## src/rtl/pattern_scheduler.sv

```systemverilog
// Pattern select sequencer for the monitor tester: manual/auto pattern choice plus moving-square state.
// Optional build macro BLANK_ON_SWITCH_EN adds a one-frame force-black after each pattern change.
//
// state  | meaning
// MANUAL | pattern follows a valid one-hot switch setting each frame
// AUTO   | pattern index steps every FRAMES_PER_PATTERN frames or on a button press
module pattern_scheduler #(
    parameter int NUM_PATTERNS       = 7,
    parameter int FRAMES_PER_PATTERN = 120,
    parameter int SQUARE_SIZE        = 10,
    parameter int H_ACTIVE           = 640,
    parameter int V_ACTIVE           = 480,
    parameter int SPEED              = 2,
    parameter int SQUARE_INDEX       = 6
) (
    input  logic       clock25MHz,
    input  logic       reset,
    input  logic       frameStart,
    input  logic [9:0] switches,
    input  logic       autoMode,
    input  logic       nextPattern,
    output logic [9:0] patternSelect,
    output logic [9:0] squareX,
    output logic [9:0] squareY,
    output logic       patternChanged,
    output logic       blank
);

    localparam logic [0:0] MANUAL = 1'b0;
    localparam logic [0:0] AUTO   = 1'b1;

    localparam int                IDX_W      = (NUM_PATTERNS > 1) ? $clog2(NUM_PATTERNS) : 1;
    localparam logic [IDX_W-1:0]  LAST_IDX   = IDX_W'(NUM_PATTERNS - 1);
    localparam logic [9:0]        LAST_COUNT = 10'(FRAMES_PER_PATTERN - 1);
    localparam logic [9:0]        SEL_MASK   = 10'((1 << NUM_PATTERNS) - 1);
    localparam logic signed [10:0] STEP      = 11'(SPEED);
    localparam logic signed [10:0] POS_LO    = 11'(SQUARE_SIZE);
    localparam logic signed [10:0] X_HI      = 11'(H_ACTIVE - 1 - SQUARE_SIZE);
    localparam logic signed [10:0] Y_HI      = 11'(V_ACTIVE - 1 - SQUARE_SIZE);

    logic [0:0]       state, state_n;
    logic [IDX_W-1:0] index, index_n;
    logic [9:0]       frame_count, count_n;
    logic             pending;
    logic             next_q;
    logic             vel_x_neg, vel_y_neg;
    logic             rise;
    logic             advance;
    logic             manual_ok;
    logic [9:0]       candidate;
    logic [10:0]      mv_x, mv_y;

    // Returns {reverse, new_position}; 11-bit signed math keeps the edge test free of wrap-around.
    function automatic logic [10:0] move_axis(input logic [9:0] pos, input logic neg,
                                              input logic signed [10:0] hi);
        logic signed [10:0] nxt;
        nxt = $signed({1'b0, pos}) + (neg ? -STEP : STEP);
        if (nxt > hi)
            move_axis = {1'b1, hi[9:0]};
        else if (nxt < POS_LO)
            move_axis = {1'b1, POS_LO[9:0]};
        else
            move_axis = {1'b0, nxt[9:0]};
    endfunction

    assign rise      = nextPattern & ~next_q;
    assign advance   = pending | rise | (frame_count == LAST_COUNT);
    assign manual_ok = ($countones(switches) == 1) && ((switches & ~SEL_MASK) == 10'd0);
    assign mv_x      = move_axis(squareX, vel_x_neg, X_HI);
    assign mv_y      = move_axis(squareY, vel_y_neg, Y_HI);

    always_comb begin
        state_n   = state;
        index_n   = index;
        count_n   = frame_count;
        candidate = 10'd0;
        if (autoMode) begin
            state_n = AUTO;
            if (state == MANUAL) begin
                index_n = '0;
                count_n = 10'd0;
            end else if (advance) begin
                index_n = (index == LAST_IDX) ? '0 : index + 1'b1;
                count_n = 10'd0;
            end else begin
                count_n = frame_count + 10'd1;
            end
            candidate = 10'd1 << index_n;
        end else begin
            state_n   = MANUAL;
            count_n   = 10'd0;
            candidate = manual_ok ? switches : 10'd0;
        end
    end

    always_ff @(posedge clock25MHz or posedge reset) begin
        if (reset) begin
            state          <= MANUAL;
            index          <= '0;
            frame_count    <= 10'd0;
            pending        <= 1'b0;
            next_q         <= 1'b0;
            patternSelect  <= 10'd0;
            patternChanged <= 1'b0;
            squareX        <= 10'd100;
            squareY        <= 10'd100;
            vel_x_neg      <= 1'b0;
            vel_y_neg      <= 1'b0;
        end else begin
            next_q         <= nextPattern;
            patternChanged <= 1'b0;
            if (frameStart) begin
                state          <= state_n;
                index          <= index_n;
                frame_count    <= count_n;
                pending        <= 1'b0;
                patternSelect  <= candidate;
                patternChanged <= (candidate != patternSelect);
                if (patternSelect[SQUARE_INDEX]) begin
                    squareX   <= mv_x[9:0];
                    squareY   <= mv_y[9:0];
                    vel_x_neg <= vel_x_neg ^ mv_x[10];
                    vel_y_neg <= vel_y_neg ^ mv_y[10];
                end
            end else if (rise && state == AUTO) begin
                pending <= 1'b1;
            end
        end
    end

`ifdef BLANK_ON_SWITCH_EN
    // Held from a changing frame boundary until the following boundary.
    always_ff @(posedge clock25MHz or posedge reset) begin
        if (reset)
            blank <= 1'b0;
        else if (frameStart)
            blank <= (candidate != patternSelect);
    end
`else
    assign blank = 1'b0;
`endif

endmodule

```

## config.mk

```make
export PLATFORM = sky130hd
export DESIGN_NAME = pattern_scheduler
export DESIGN_NICKNAME = d
export VERILOG_FILES = /design/src/rtl/pattern_scheduler.sv
export SDC_FILE = /design/constraint.sdc
export NUM_CORES = 1
export LEC_CHECK = 0
export CAP_MARGIN = 20
export CORE_ASPECT_RATIO = 0.75
export CORE_UTILIZATION = 40
export CTS_BUF_LIST = sky130_fd_sc_hd__clkbuf_16
export DETAILED_ROUTE_END_ITERATION = 10
export GPL_TIMING_DRIVEN = 0
export PLACE_DENSITY = 0.58
export SLEW_MARGIN = 25
export SYNTH_ARGS = -nofsm -noshare
export SYNTH_HDL_FRONTEND = slang
export SYNTH_SLANG_ARGS = --single-unit
export TNS_END_PERCENT = 20
```

## constraint.sdc

```tcl
create_clock -name clock25MHz -period 6.9 [get_ports clock25MHz]
set_clock_uncertainty 0.05 [all_clocks]
set_input_delay 1.38 -clock clock25MHz [delete_from_list [all_inputs] [get_ports clock25MHz]]
set_output_delay 1.38 -clock clock25MHz [all_outputs]
set_load 0.01 [all_outputs]
```

==> Yosys cells after proc, flatten, opt, wreduce, memory -nomap -nowiden <==
Cells that the tools add are included.
{ "totals": {"in_bits": 15, "register_bits": 49, "word_cells": 64} }
{ "classes": {"n_eq_ne": 4, "reduce_logical": 6, "bitwise": 6, "muxes": 19, "magnitude_cmp": 4, "add_sub_neg": 13, "shift": 1} }
{ "ops": {"columns": ["op", "count"], "rows": [
  ["$mux 11", 6],
  ["$mux 10", 5],
  ["$add 11x11->11", 2],
  ["$lt 11x5->1 const B", 2],
  ["$mux 3", 4],
  ["$gt 11x10->1 const B", 1],
  ["$gt 11x11->1 const B", 1],
  ["$add 1x1->2", 5],
  ["$add 10x1->10 const B", 1],
  ["$eq 10x7->1 const B", 1],
  ["$logic_not 10->1", 1],
  ["$ne 10x10->1", 1],
  ["$shl 1x3->10 const A", 1],
  ["$add 2x2->3", 2],
  ["$add 4x2->5", 1],
  ["$eq 5x1->1 const B", 1],
  ["$add 3x3->4", 1],
  ["$mux 1", 4],
  ["$reduce_and 2->1", 2],
  ["$add 3x1->3 const B", 1],
  ["$eq 3x3->1 const B", 1],
  ["$logic_and 1x1->1", 2],
  ["$or 1x1->1", 2],
  ["$reduce_bool 2->1", 1],
  ["other kinds (3)", 4]
]} }

==> Logic depth before layout (Yosys ltp) <==
{ "logic_depth": {"depth_word": 11, "depth_mapped": 16, "mapped_depth_nobuf": 16} }

==> Least setup slack after synthesis <==
Ideal clock, no wire load.
{ "synth_timing": {"path_type": "input port to flip-flop", "from": "input port switches[0]", "to": "register patternChanged", "n_path_buf": 0, "setup_ns": 0.129, "t_arrival_ns": 4.972, "required_time_ns": 6.721, "path_stages": 16, "slack_ns": 1.748, "cell_sequence": "fa_1 -> fa_1 -> inv_1 -> fa_1 -> inv_1 -> ha_1 -> inv_1 -> fa_1 -> a2111oi_0 -> a21oi_1 -> nor2_1 -> a32o_1 -> a21oi_1 -> xor2_1 -> nand4_1 -> o41a_1"} }
{ "synth_between": {"elab_chain_cells": 10} }
{ "synth_rtl": {"columns": ["item", "line", "rtl"], "rows": [
  ["start, declared", "19", "input logic [9:0] switches,"],
  ["$add 1x1->2 (not written as such)", "68", "assign manual_ok = ($countones(switches) == 1) && ((switches & ~SEL_MASK) == 10'd0);"],
  ["$add 2x2->3 (not written as such)", "68", null],
  ["$add 3x3->4 (not written as such)", "68", null],
  ["$add 4x2->5 (not written as such)", "68", null],
  ["$eq 5x1->1", "68", null],
  ["$logic_and 1x1->1", "68", null],
  ["$mux 10 (*)", "92", "candidate = manual_ok ? switches : 10'd0;"],
  ["$mux 10 (*)", "77", "if (autoMode) begin"],
  ["$ne 10x10->1 (*)", "118", "patternChanged <= (candidate != patternSelect);"],
  ["$mux 1 (*)", "112", "if (frameStart) begin"],
  ["end signal, assigned", "118", null],
  ["end, declared", "25", "output logic patternChanged,"]
]} }
Mark *: on every way between the ends. The rest lies on a longest branch, timed or not.
A chain may end at the register's enable or synchronous reset.

==> Final worst setup path <==
Ends and elaborated chain as after synthesis.

==> out/results.ini <==
[status]
status=complete, but fails checks
violations=design-rule violations

[timing]
fmax_ghz=0.174
rsz0062_at_grt=false
period_needed_ps=5730
fin_setup_tns_ps=0
setup_viol=0
hold_viol=0
setup_ws_ps=1170
slew_headroom_pct=44.2
slew_viol_final=0
tightest_slew_ps=824
period_share_pct=83.1

[clock_tree]
clk_latency_ps=290
ctsResizeCount=0
cts-htree-levels=2
cts_setup_buffers=0
cts_root_buffer=clkbuf_16
cts-buffers-inserted=5
cts_buffer_depth=2
hold_buffers=0
path_clk_slew_ps=60
cts_tree=built
clkSinkCount=49

[floorplanning]
die-area_um2=9410
core.rowCount=29
core-area_um2=8600
start_util_pct=41.9
dieWidth_um=112
die-height_um=84.2
pin_count=47

[final_layout]
stdcell_count=570
multi_input_area_um2=2210
antenna_cells=0
seq_area_um2=1230
utilization_pct=50.7
nets=509
nFillCells=825
drive_gt1_share_pct=7.14
syn_to_final_growth_pct=20.8

[worst_setup_path]
cpLargestDelayFamily=adder cells
start_kind=input pin
max_stage_delay_ps=520
worstSetupPathType=in2reg
path_max_fanout=7
crit_top_cell=fa_1
worstPathRequired_ps=7010
endpoint_kind=flip-flop
crit_chain=clkdlybuf4s50_1 -> fa_1 -> fa_1 -> inv_1 -> fa_1 -> inv_1 -> ha_1 -> inv_1 -> fa_1 -> a2111oi_0 -> a21oi_1 -> nor2_1 -> nand2_1 -> nand3_1 -> xnor2_1 -> nand4_1 -> o41a_1
crit_slowest_cell=fa_1
cp.arrival_ps=5850
r2r_setup_slack_ps=3680
crit_buf_inv=4

[pwr]
p_leak_nw=1.89
powerDensity_nw_per_um2=502
ir_drop_v=0.000224

[job]
maxCapViolCount=0

[global_route]
grt_remaining_overflow=0
grt_usage_pct=18.8
grt_max_degree=33
grt-busiest-layer=met2
grt_pass1_vias=2989
grtUsageMet1_pct=28.3
use_met2_pct=28.3
grt_util_met3_pct=2.89
antenna_found_initial=0
grt_pass1_wl_mm=14.4

[routing]
vias=3060
drtPass1Iterations=8
wl_per_cell_um=14.6
wirelength_mm=8.30
remaining_drc_errors=6
drt_iter0_markers=166
drtAntennaViolNets=0
avgViaCountPerCell=5.37

[placement]
place_ws_ps=896
dp_cells=562
dp_hpwl_mm=6.35
port_buffers=43
gp_congestion=0.845

[synthesis]
synth_top_area_share_pct=29.8
seq_area_frac_synth_pct=34.2
ys_ff_latch=49
ys_types=61
syn_area_um2=3610
ys_top_cells_by_area=dfrtp_1 30%, ha_1 8.7%, fa_1 4.4%
syn_inst=410
syn_avg_cell_area_um2=8.80
async_reset_ff_share_pct=100
synth_edf_count=0
syn-num-nets=458
netlist.top_cell.by_area=dfrtp_1
ys.flop_type=dfrtp_1
yosys_warnings=0

[hold_path]
holdCritPathClass=reg2reg

Yosys cell counts (all sizes together) (5+ instances only):
master,number
ha,25
a31oi,5
and2,5
and3,11
nor2b,8
nand3,9
o21ai,38
clkbuf,11
xor2,9
dfrtp,43
inv,28
o21a,6
nand2,40
dfstp,6
xnor2,13
nand2b,14
fa,8
a211oi,6
a22oi,5
a21oi,32
nor2,30
final timing paths:
| check | start | to | cells after the start |
|---|---|---|---|
| max in group asynchronous | reset | squareY[6] | 3 |
| setup reg to reg | vel_x_neg | vel_x_neg | 9 |
| hold reg to reg | squareY[8] | squareY[8] | 2 |
| min in group asynchronous | reset | frame_count[5] | 2 |
| hold / removal | squareY[8] | squareY[8] | 2 |
| setup / recovery | switches[0] | patternChanged | 17 |
stage by stage:
| stage | total power [mW] | instance area [µm²] | hold slack [ps] |
|---|---|---|---|
| 6_report | 2.19 | 4360 | 450 |
| 5_1_grt | 2.40 | 4360 | 481 |
| 4_1_cts | 2.19 | 4360 | 457 |
| 3_5_place_dp | 1.90 | 4190 | 443 |
| 3_3_place_gp | 1.89 | 4170 | 439 |
| 2_1_floorplan | 1.53 | 3610 | 412 |
where the power goes:
part / switching, mW / internal [mW]
Clock: 0.102 / 0.169
Sequential: 0.104 / 0.374
Combinational: 0.797 / 0.642
tightest hold or removal path, delay by kind of cell (launching register included):
| family | cells | cell delay, ps |
|---|---|---|
| and+or+nand+nor | 2 | 110 |
| DFF | 1 | 370 |
cell type report:
| type | count | share of cell area, % |
|---|---|---|
| Buffer | 14 | 1.35 |
| Clock buffer | 5 | 2.87 |
| Clock inverter | 3 | 0.890 |
| Inverter | 28 | 2.41 |
| Multi-Input combinational cell | 319 | 50.7 |
| Sequential cell | 49 | 28.3 |
| Tap cell | 108 | 3.10 |
| Timing Repair Buffer | 44 | 10.3 |
layer usage:
layer | wire (µm) | up-vias
met5 | 0 | -
met4 | 22 | 0
met3 | 194 | 2
met2 | 3520 | 39
met1 | 4570 | 1449
li1 | - | 1570
flip-flops by register name, indices dropped and copies added, names as in the netlist, 3 cells and up:
register and cells:
patternSelect 10, squareX 10, index 3, frame_count 10, squareY 10
cells by family after synthesis:
logic type               after synthesis  share of synthesized area, %
AO/OA/AOI/OAI                        124                          22.6
XOR/XNOR                              22                          5.55
adder cells (fa/ha/maj)               33                          13.1
buffers and inverters                 42                          4.54
flip-flops                            49                          34.2
multiplexers                           4                          1.14
other                                  1                         0.104
AND/OR/NAND/NOR                      135                          18.7
cells in the final DEF, fill, tap and decap left out, types with 6 or more instances in the layout:
master / netlist / final
dfrtp_1: 43 / 43
clkdlybuf4s50_1: 0 / 43
nand2_1: 40 / 40
o21ai_0: 31 / 31
a21oi_1: 31 / 31
nor2_1: 30 / 30
inv_1: 28 / 28
ha_1: 25 / 25
nand2b_1: 14 / 14
xnor2_1: 12 / 12
clkbuf_1: 11 / 11
and3_1: 11 / 11
xor2_1: 9 / 9
nand3_1: 9 / 9
nor2b_1: 8 / 8
fa_1: 8 / 8
o21ai_1: 7 / 7
o21a_1: 6 / 6
dfstp_2: 6 / 6
No activity file was read; power rests on OpenSTA's default activity.
